$ cat config.mk
export PLATFORM = sky130hd
export DESIGN_NAME = alu_result_demux
export DESIGN_NICKNAME = d
export VERILOG_FILES = /design/src/rtl/alu_result_demux.sv
export SDC_FILE = /design/constraint.sdc
export NUM_CORES = 1
export LEC_CHECK = 0
export CORE_UTILIZATION = 47
export DETAILED_ROUTE_END_ITERATION = 16
export GPL_TIMING_DRIVEN = 1
export PLACE_DENSITY = 0.8
export SLEW_MARGIN = 40
export SYNTH_ARGS = -nofsm -noshare
export SYNTH_HDL_FRONTEND = slang
export SYNTH_SLANG_ARGS = --single-unit
$ cat constraint.sdc
create_clock -name clk -period 1.45 [get_ports clk]
set_input_delay 0.435 -clock clk [delete_from_list [all_inputs] [get_ports clk]]
set_output_delay 0.435 -clock clk [all_outputs]
set_load 0.02 [all_outputs]
$ cat src/rtl/alu_result_demux.sv
// alu_result_demux: registered 1:2 router for the ALU result stream.
// Each accepted word lands in the holding register of the destination picked
// by in_sel (0 = writeback path, 1 = store-data path). Each destination has
// its own slot, so a stall on one never blocks or corrupts the other.
// in_ready is the only output with a combinational path from the inputs.
// Optional feature: define ALU_RESULT_DEMUX_CNT_EN to build saturating
// per-destination drain counters on cnt0/cnt1; otherwise both are tied to 0.
module alu_result_demux #(
    parameter int unsigned WIDTH = 32,
    parameter int unsigned CNT_W = 16
) (
    input  logic             clk,
    input  logic             rst_n,
    input  logic             in_valid,
    output logic             in_ready,
    input  logic [WIDTH-1:0] in_data,
    input  logic             in_sel,
    output logic             out0_valid,
    input  logic             out0_ready,
    output logic [WIDTH-1:0] out0_data,
    output logic             out1_valid,
    input  logic             out1_ready,
    output logic [WIDTH-1:0] out1_data,
    output logic             proto_err,
    output logic [CNT_W-1:0] cnt0,
    output logic [CNT_W-1:0] cnt1
);

    logic             sel_valid;
    logic             sel_ready;
    logic             accept;
    logic             acc0;
    logic             acc1;
    logic             drain0;
    logic             drain1;
    logic             stall;
    logic             stall_q;
    logic [WIDTH-1:0] stall_data_q;
    logic             stall_sel_q;
    logic             violation;

    // Ready looks only at the slot the current word is headed for.
    always_comb begin
        sel_valid = in_sel ? out1_valid : out0_valid;
        sel_ready = in_sel ? out1_ready : out0_ready;
        in_ready  = !sel_valid || sel_ready;
        accept    = in_valid && in_ready;
        acc0      = accept && !in_sel;
        acc1      = accept && in_sel;
        drain0    = out0_valid && out0_ready;
        drain1    = out1_valid && out1_ready;
        stall     = in_valid && !in_ready;
    end

    // Destination 0 slot: a load wins over a drain, giving drain+load throughput.
    always_ff @(posedge clk or negedge rst_n) begin
        if (!rst_n) begin
            out0_valid <= 1'b0;
            out0_data  <= '0;
        end else if (acc0) begin
            out0_valid <= 1'b1;
            out0_data  <= in_data;
        end else if (drain0) begin
            out0_valid <= 1'b0;
        end
    end

    // Destination 1 slot: same policy as slot 0, fully independent of it.
    always_ff @(posedge clk or negedge rst_n) begin
        if (!rst_n) begin
            out1_valid <= 1'b0;
            out1_data  <= '0;
        end else if (acc1) begin
            out1_valid <= 1'b1;
            out1_data  <= in_data;
        end else if (drain1) begin
            out1_valid <= 1'b0;
        end
    end

    // A word stalled last cycle must reappear unchanged with in_valid still high.
    always_comb begin
        violation = stall_q &&
                    (!in_valid || (in_data != stall_data_q) || (in_sel != stall_sel_q));
    end

    // Remember the stalled word so the next cycle can be checked against it.
    always_ff @(posedge clk or negedge rst_n) begin
        if (!rst_n) begin
            stall_q      <= 1'b0;
            stall_data_q <= '0;
            stall_sel_q  <= 1'b0;
        end else begin
            stall_q <= stall;
            if (stall) begin
                stall_data_q <= in_data;
                stall_sel_q  <= in_sel;
            end
        end
    end

    // Sticky protocol error flag; only reset clears it.
    always_ff @(posedge clk or negedge rst_n) begin
        if (!rst_n) begin
            proto_err <= 1'b0;
        end else if (violation) begin
            proto_err <= 1'b1;
        end
    end

`ifdef ALU_RESULT_DEMUX_CNT_EN
    // Saturating drain counters, one per destination.
    always_ff @(posedge clk or negedge rst_n) begin
        if (!rst_n) begin
            cnt0 <= '0;
            cnt1 <= '0;
        end else begin
            if (drain0 && (cnt0 != '1)) begin
                cnt0 <= cnt0 + CNT_W'(1);
            end
            if (drain1 && (cnt1 != '1)) begin
                cnt1 <= cnt1 + CNT_W'(1);
            end
        end
    end
`else
    assign cnt0 = '0;
    assign cnt1 = '0;
`endif

endmodule
Yosys cells after proc, flatten, opt, wreduce, memory -nomap -nowiden
Index checks and enable logic that the tools add are counted.
{"block": "totals", "out_inout_bits": 100, "latch_bits": 0, "ram_bits": 0, "memories": 0, "ff_bits": 101, "in_bits": 38, "word_cells": 32, "mem_bits_ro": 0}
{"block": "classes", "mul": 0, "n_shift": 0, "n_mux": 6, "eq_ne": 2, "reduce_logical": 16, "div_mod_pow": 0, "n_addsub": 0, "n_lt_le_gt_ge": 0, "bitwise": 0}
{"cell": "$ne A32 B32 Y1", "count": 1}
{"cell": "$logic_and A1 B1 Y1", "count": 7}
{"cell": "$mux W1", "count": 6}
{"cell": "$logic_not A1 Y1", "count": 4}
{"cell": "$reduce_bool A2 Y1", "count": 2}
{"cell": "$logic_or A1 B1 Y1", "count": 3}
{"cell": "$ne A1 B1 Y1", "count": 1}

Depth between registers and ports, before layout
Gate-level depths: netlist of the first run.
{"block": "depth", "word_depth": 6, "mapped_depth": 5, "mapped_depth_nobuf": 4}

Least setup slack after synthesis of the first run
No wires, ideal clock.
{"block": "synth_path", "path_type": "in2reg", "startpoint": "in out1_ready", "endpoint": "reg stall_data_q[10]", "stages": 5, "path_slack_ns": -0.040, "required_time_ns": 1.325, "path_buffers": 1, "t_arrival_ns": 1.365, "setup_time_ns": 0.125, "cell_sequence": "nand2b_4 -> mux2i_1 -> nand2_2 -> buf_6 -> mux2_4"}
{"block": "synth_between", "elab_chain_len": 4}
{"item": "start, declared", "line_no": "22", "text": "input logic out1_ready,"}
{"item": "$mux W1", "line_no": "45", "text": "sel_ready = in_sel ? out1_ready : out0_ready;"}
{"item": "$logic_or A1 B1 Y1", "line_no": "46", "text": "in_ready = !sel_valid || sel_ready;"}
{"item": "$logic_not A1 Y1", "line_no": "52", "text": "stall = in_valid && !in_ready;"}
{"item": "$logic_and A1 B1 Y1", "line_no": "52"}
{"item": "end signal, assigned", "line_no": "96", "text": "stall_data_q <= in_data;"}
{"item": "end, declared", "line_no": "38", "text": "logic [WIDTH-1:0] stall_data_q;"}
No other way between the ends.
A chain may end at the register's enable or synchronous reset.

Worst setup path in the final report of the first run
{"block": "layout_path", "startpoint": "reg out1_valid", "endpoint": "out in_ready"}
{"block": "layout_between", "elab_chain_len": 3}
{"item": "start, declared", "line_no": "21", "text": "output logic out1_valid,"}
{"item": "start signal, assigned", "line_no": "71", "text": "out1_valid <= 1'b0;"}
{"item": "start signal, assigned", "line_no": "74", "text": "out1_valid <= 1'b1;"}
{"item": "start signal, assigned", "line_no": "77", "text": "out1_valid <= 1'b0;"}
{"item": "$mux W1", "line_no": "44", "text": "sel_valid = in_sel ? out1_valid : out0_valid;"}
{"item": "$logic_not A1 Y1", "line_no": "46"}
{"item": "$logic_or A1 B1 Y1", "line_no": "46"}
{"item": "end, declared", "line_no": "15", "text": "output logic in_ready,"}
No other way between the ends.

==> impl_metrics.csv, run 1 <==
group,metric,value,unit
timing,setup-violations-final,101,
routing,ant_nets,0,
clocking,clock-sinks,101,
logic_synthesis,ys_ff_latch,101,
routing,drc,0,
routing,post_drt_wl_per_cell,18.5,microns
clocking,cts.htree.levels,3,
placement,hpwl,6580,microns
clocking,cts_tree,"built",
routing,drt_pass1_iterations,4,
die,fp-row-count,35,
worst_setup_path,arrival,1.21,ns
timing,holdWs,0.0348,ns
global_routing,grt_overflow,0,
die,core-area,0.00924,sq mm
status,status,"finished, violations left",
finish,final_cell_count_no_fill,598,
finish,fin_nets,503,
timing,fin_crit_sh,1.14,
global_routing,grt_max_degree,50,
die,die_area,0.00996,sq mm
logic_synthesis,synth_xor_area_frac,0.0643,
global_routing,grt_pass1_wl,16500,microns
pwr,p_int,5.73,mW
logic_synthesis,synth_seq_area_share,0.562,
clocking,clk_pin_slew_worst_paths,0.10,ns
logic_synthesis,syn_inst,298,
logic_synthesis,yosys_warnings,0,
timing,finalHoldViolCount,0,
logic_synthesis,synth_top_family_by_area,"multiplexers",
routing,wl,11000,microns
finish,antenna_cells,0,
die,io_pins,138,
placement,dp.cells,562,
finish,multi_input_area,0.00204,sq mm
worst_setup_path,path_max_fanout,2,
clocking,numCtsBuffers,9,
logic_synthesis,synthSimpleGateAreaFrac,0.0295,
worst_hold_path,holdCritPathClass,"primary input to asynchronous set/reset pin",
finish,drive_gt1_frac,0.539,
finish,regArea,0.00253,sq mm
logic_synthesis,synth_cell_type_count,24,
routing,vias_per_cell,4.80,
logic_synthesis,synth_area_leaders,"dfrtp_1 (56%), mux2_2 (17%), mux2_4 (9.7%), xnor2_1 (6.2%), buf_4 (5.8%)",
timing,skew,0.00783,ns
clocking,cts_hold_buf,0,
pwr,comb_power_share,0.331,
global_routing,grtUsageTotal,0.220,
routing,highest_layer,"met4",
logic_synthesis,synth_edf_count,0,
timing,max_freq,0.607,GHz
timing,min_period,1.65,ns
logic_synthesis,synthAdderAreaFrac,0,
worst_setup_path,critPathKind,"flop to primary output",
clocking,clockBufferDepth,2,
pwr,power,8.36,mW
logic_synthesis,syn_avg_cell_area,15.1,sq um
routing,wl_met2,5540,microns
status,failed_checks,"setup timing",
finish,syn_to_final_growth,42.3,%
pwr,leakagePower,3.25,nW
pwr,p_seq_frac,0.457,
worst_setup_path,cp-start-kind,"flop",
pwr,ir_drop,0.717,mV
logic_synthesis,synthMuxAreaShare,0.269,
pwr,p_switching,2.62,mW
die,die_y,99.8,microns
job,drv_cap,0,
finish,final_cell_area,0.00640,sq mm
placement,placed_cell_area,0.00590,sq mm
routing,vias,2870,
logic_synthesis,synth_top_cells_by_count,"dfrtp_1 (101), mux2_2 (67), buf_4 (35), xnor2_1 (32), mux2_4 (29)",
worst_setup_path,cp-end-kind,"primary output",
timing,maxSlewViolCount,0,
routing,drt_iter0_markers,80,
logic_synthesis,syn-cell-area,0.00449,sq mm
die,start_util,0.486,
routing,met1Wirelength,4840,microns
global_routing,antenna_found_initial,0,
logic_synthesis,synth_compound_area_frac,0.00139,
logic_synthesis,netlist.area_leader.share,0.562,
pwr,swShare,0.314,
logic_synthesis,synth_area_leader_cell,"dfrtp_1",
worst_setup_path,worstPathRequired,1.02,ns
die,fp.dieW,99.8,microns
logic_synthesis,yosysMostFrequentCell,"dfrtp_1",
timing,setup_ws,-0.197,ns
pwr,p_per_area,1310,mW/mm^2
routing,dr_wl_met3,611,microns
placement,port_buffers,105,
pwr,clkPwrFrac,0.212,
timing,grt_setup_unrepaired,"true",
clocking,clk_latency,0.36,ns
logic_synthesis,yosys_most_used_dff,"dfrtp_1",
global_routing,grt_pass1_vias,3067,
finish,fillers,640,
finish,final_util,0.692,
placement,gp_congestion,0.748,
clocking,root_buffer,"clkbuf_8",
logic_synthesis,synthArstFlopShare,1.00,
[critical path, stage by stage, from the launching register on]
cell and delay, ns:
dfrtp_1 0.41, nand2b_4 0.07, mux2i_2 0.17, inv_1 0.07, buf_6 0.13
[cell type report]
class	count	share of cell area
Tap cell	129	0.0252
Timing Repair Buffer	167	0.230
Sequential cell	101	0.395
Inverter	2	0.00117
Clock inverter	5	0.00978
Multi-Input combinational cell	184	0.319
Clock buffer	10	0.0199
[power by group through the flow]
stage | clock [mW] | combinational (mW) | sequential, mW
2_1_floorplan | 0 | 1.20 | 4.20
3_3_place_gp | 0 | 2.66 | 3.82
3_5_place_dp | 0 | 2.71 | 3.85
4_1_cts | 1.80 | 2.76 | 3.80
5_1_grt | 1.91 | 2.94 | 3.88
6_report | 1.77 | 2.77 | 3.82
[placed cells by master (no fill, tap or decap), types with 2 or more instances in the layout]
| cell type | synthesis | routed |
|---|---|---|
| dfrtp_1 | 101 | 101 |
| mux2_4 | 29 | 85 |
| buf_2 | 3 | 65 |
| buf_4 | 35 | 39 |
| conb_1 | 1 | 32 |
| xnor2_1 | 32 | 28 |
| clkdlybuf4s50_1 | 0 | 19 |
| mux2_2 | 67 | 12 |
| clkbuf_8 | 0 | 9 |
| buf_6 | 3 | 9 |
| dlymetal6s2s_1 | 0 | 9 |
| dlygate4sd2_1 | 0 | 9 |
| buf_12 | 0 | 9 |
| nand4_1 | 8 | 8 |
| xnor2_2 | 0 | 4 |
| nand2_1 | 3 | 3 |
| buf_16 | 0 | 3 |
| clkbuf_16 | 0 | 3 |
| nand2b_4 | 2 | 2 |
| inv_1 | 2 | 2 |
| clkinv_4 | 0 | 2 |
| clkinvlp_4 | 0 | 2 |
| buf_8 | 0 | 2 |
[cell families after synthesis]
logic type | after synthesis
xor gates and xnor gates | 33
buffers and inverters | 44
AOI/OAI and AO/OA | 1
other | 1
and+or+nand+nor | 20
muxes | 98
DFF | 101
[metal layers]
metal,vias up,track usage
met5,-,0
met4,0,0.0452
met3,5,0.0515
met2,107,0.372
met1,1475,0.292
li1,1283,-
[timing repair]
item / CTS / global route
gates resized for setup: 290 / 93
pin swaps: 3 / 6
buffers inserted: 10 / 7
endpoints found under the setup margin: 166 / 140
gates cloned: 7 / 4
[sequential cells by signal, indices dropped and copies added (netlist names)]
signal,count
out1_data,32
proto_err,1
stall_sel_q,1
stall_data_q,32
stall_q,1
out1_valid,1
out0_data,32
out0_valid,1
[worst paths after layout]
kind	from	slack, ns	end	depth (start not counted)
max in group asynchronous	rst_n	1.11	out0_data[28]	2
setup / recovery	out1_valid	-0.20	in_ready	4
setup reg to reg	out1_valid	-0.17	out1_data[28]	7
min in group clk	in_data[2]	0.48	out0_data[2]	2
hold reg to reg	out1_data[2]	0.51	out1_data[2]	1
hold / removal	rst_n	0.03	out0_data[23]	2
[through the flow]
step | setup TNS (ns) | setup slack (ns)
final | -9.61 | -0.197
after global routing | -14.84 | -0.263
after global placement | -55.52 | -0.747
after CTS | -4.30 | -0.199
after floorplan | -0.677 | -0.0236
after detailed placement | -57.68 | -0.762
Power figures use the tool's default switching activity.
==> inputs of run 2 (changes only) <==
MAX_ROUTING_LAYER = met4   (was default)
PLACE_DENSITY = 0.79   (was 0.8)
SLEW_MARGIN = default   (was 40)
==> run 2 against run 1 <==
  * The run still ends with setup timing left
  * Utilization shrank 0.35 points
  * First-iteration DRC count increased by 56%
  * Critical path depth is 3 higher
  * Clock skew is 0.0028 ns higher
  * Maximum frequency fell by 1.1%
  * Cell area shrank 0.51%
  * Via count fell by 0.42%
  * Global-route usage increased by 1.1 points
==> impl_metrics.csv, run 2 (same netlist as run 1, synthesis figures left out) <==
group,metric,value,unit
status,status,"finished, violations left",
status,failed_checks,"setup timing",
finish,multi_input_area,0.00205,sq mm
timing,setup_ws,-0.215,ns
worst_setup_path,crit_top_cell,"buf_12",
timing,setup-violations-final,94,
global_routing,gr-usage-met2,0.360,
placement,placed_cell_area,0.00590,sq mm
timing,fin_crit_sh,1.15,
placement,port_buffers,105,
routing,drt_iter0_markers,125,
finish,regArea,0.00253,sq mm
clocking,clk_latency,0.36,ns
worst_hold_path,holdCritPathClass,"primary input to flop",
global_routing,top_usage_layer,"met2",
worst_setup_path,cpPeakStageDelay,0.42,ns
global_routing,grt_max_degree,36,
placement,place_worst_setup_slack,-0.771,ns
finish,drive_gt1_frac,0.533,
routing,vias,2858,
worst_setup_path,cp-end-kind,"flop",
worst_setup_path,critPathKind,"flop to flop",
routing,vias_per_cell,4.83,
job,drv_cap,0,
worst_setup_path,cp_num_buf_inv,4,
clocking,numCtsBuffers,9,
placement,dp.cells,559,
die,die_area,0.00996,sq mm
worst_setup_path,arrival,1.91,ns
routing,post_drt_wl_per_cell,18.5,microns
placement,hpwl,6650,microns
finish,final_cell_count_no_fill,592,
finish,antenna_cells,0,
global_routing,antenna_found_initial,0,
global_routing,grtUsageTotal,0.232,
die,core-area,0.00924,sq mm
routing,wl,11000,microns
finish,layout_commonest_cell,"dfrtp_1",
timing,final.setup.tns,-8.24,ns
clocking,root_buffer,"clkbuf_8",
pwr,leakagePower,3.17,nW
die,die_y,99.8,microns
routing,ant_nets,0,
timing,max_freq,0.600,GHz
die,io_pins,138,
worst_setup_path,crit_family,"buffers and inverters",
timing,grt_setup_unrepaired,"true",
clocking,clockBufferDepth,2,
worst_setup_path,cp-start-kind,"flop",
worst_setup_path,worstPathRequired,1.69,ns
global_routing,grt_pass1_wl,16600,microns
clocking,cts_tree,"built",
global_routing,grt_overflow,0,
worst_setup_path,crit_chain,"nand2b_4 -> buf_4 -> buf_6 -> nor2b_4 -> buf_12 -> buf_12 -> mux2_4",
die,fp.dieW,99.8,microns
placement,gp_congestion,0.725,
clocking,clk_pin_slew_worst_paths,0.10,ns
finish,fin_nets,496,
finish,top_regs,"out0_data: 32 flops, out1_data: 32 flops, stall_data_q: 32 flops",
pwr,power,8.32,mW
clocking,clock-sinks,101,
worst_setup_path,path_max_fanout,8,
finish,syn_to_final_growth,41.6,%
timing,holdWs,0.472,ns
finish,final_cell_mix,"dfrtp_1 (101), mux2_4 (86), buf_2 (65)",
global_routing,grtUsageMet1,0.308,
pwr,ir_drop,0.656,mV
routing,drc,0,
clocking,cts.htree.levels,3,
finish,final_cell_area,0.00636,sq mm
finish,final_util,0.689,
timing,maxSlewViolCount,0,
worst_setup_path,crit_slowest_cell,"dfrtp_1",
global_routing,grt_pass1_vias,2985,
global_routing,met3_usage,0.0508,
pwr,p_per_area,1310,mW/mm^2
finish,fillers,658,
routing,drt_pass1_iterations,4,
die,fp-row-count,35,
timing,min_period,1.67,ns
timing,skew,0.0106,ns
timing,finalHoldViolCount,0,
die,start_util,0.486,
==> run 2: final timing paths <==
check | cells past startpoint | slack (ns) | from | to
max | 7 | -0.22 | out1_valid | out1_data[26]
min | 3 | 0.47 | in_data[12] | out0_data[12]
max reg2reg | 7 | -0.22 | out1_valid | out1_data[26]
min reg2reg | 1 | 0.51 | out0_data[2] | out0_data[2]
max in group asynchronous | 3 | 0.43 | rst_n | out0_data[26]
min in group asynchronous | 2 | 0.51 | rst_n | out1_data[24]
==> run 2: power breakdown <==
group	total (mW)	switching, mW	internal, mW	leakage [nW]
combinational	2.76	1.25	1.52	1.88
clock	1.73	0.995	0.737	0.0965
sequential	3.83	0.406	3.42	1.19
total	8.32	2.65	5.67	3.17
==> run 2: cell type report <==
class                   count  area share
inverters                   2     0.00118
well taps                 129      0.0254
repair buffers            160       0.224
multi-input cells         184       0.321
clock inverters             5     0.00668
clock buffers              11      0.0238
flip-flops and latches    101       0.397
==> run 2: timing repair <==
| action | CTS | global route |
|---|---|---|
| hold endpoints to repair | 21 | 0 |
| setup buffers | 12 | 3 |
| endpoints found under the setup margin | 166 | 115 |
| cloned | 9 | 1 |
| resized for setup | 301 | 74 |
| hold buffers | 1 | 0 |
| pin swaps | 1 | 4 |
==> run 2: tightest hold or removal path: cells and delay by family <==
family	cells	cell delay (ns)
mux	1	0.13
buf+inv	2	0.24
==> run 2: metal layers <==
layer,wire length [microns],share of wire
met1,4970,0.45
met3,553,0.050
met5,0,0
met2,5390,0.49
met4,54,0.0049
==> inputs of run 3 (changes only) <==
GPL_ROUTABILITY_DRIVEN = 0   (was default)
HOLD_SLACK_MARGIN = 0.06   (was default)
==> results of run 3 <==
Same layout as run 2: the final DEF is identical, and so are final timing and power.
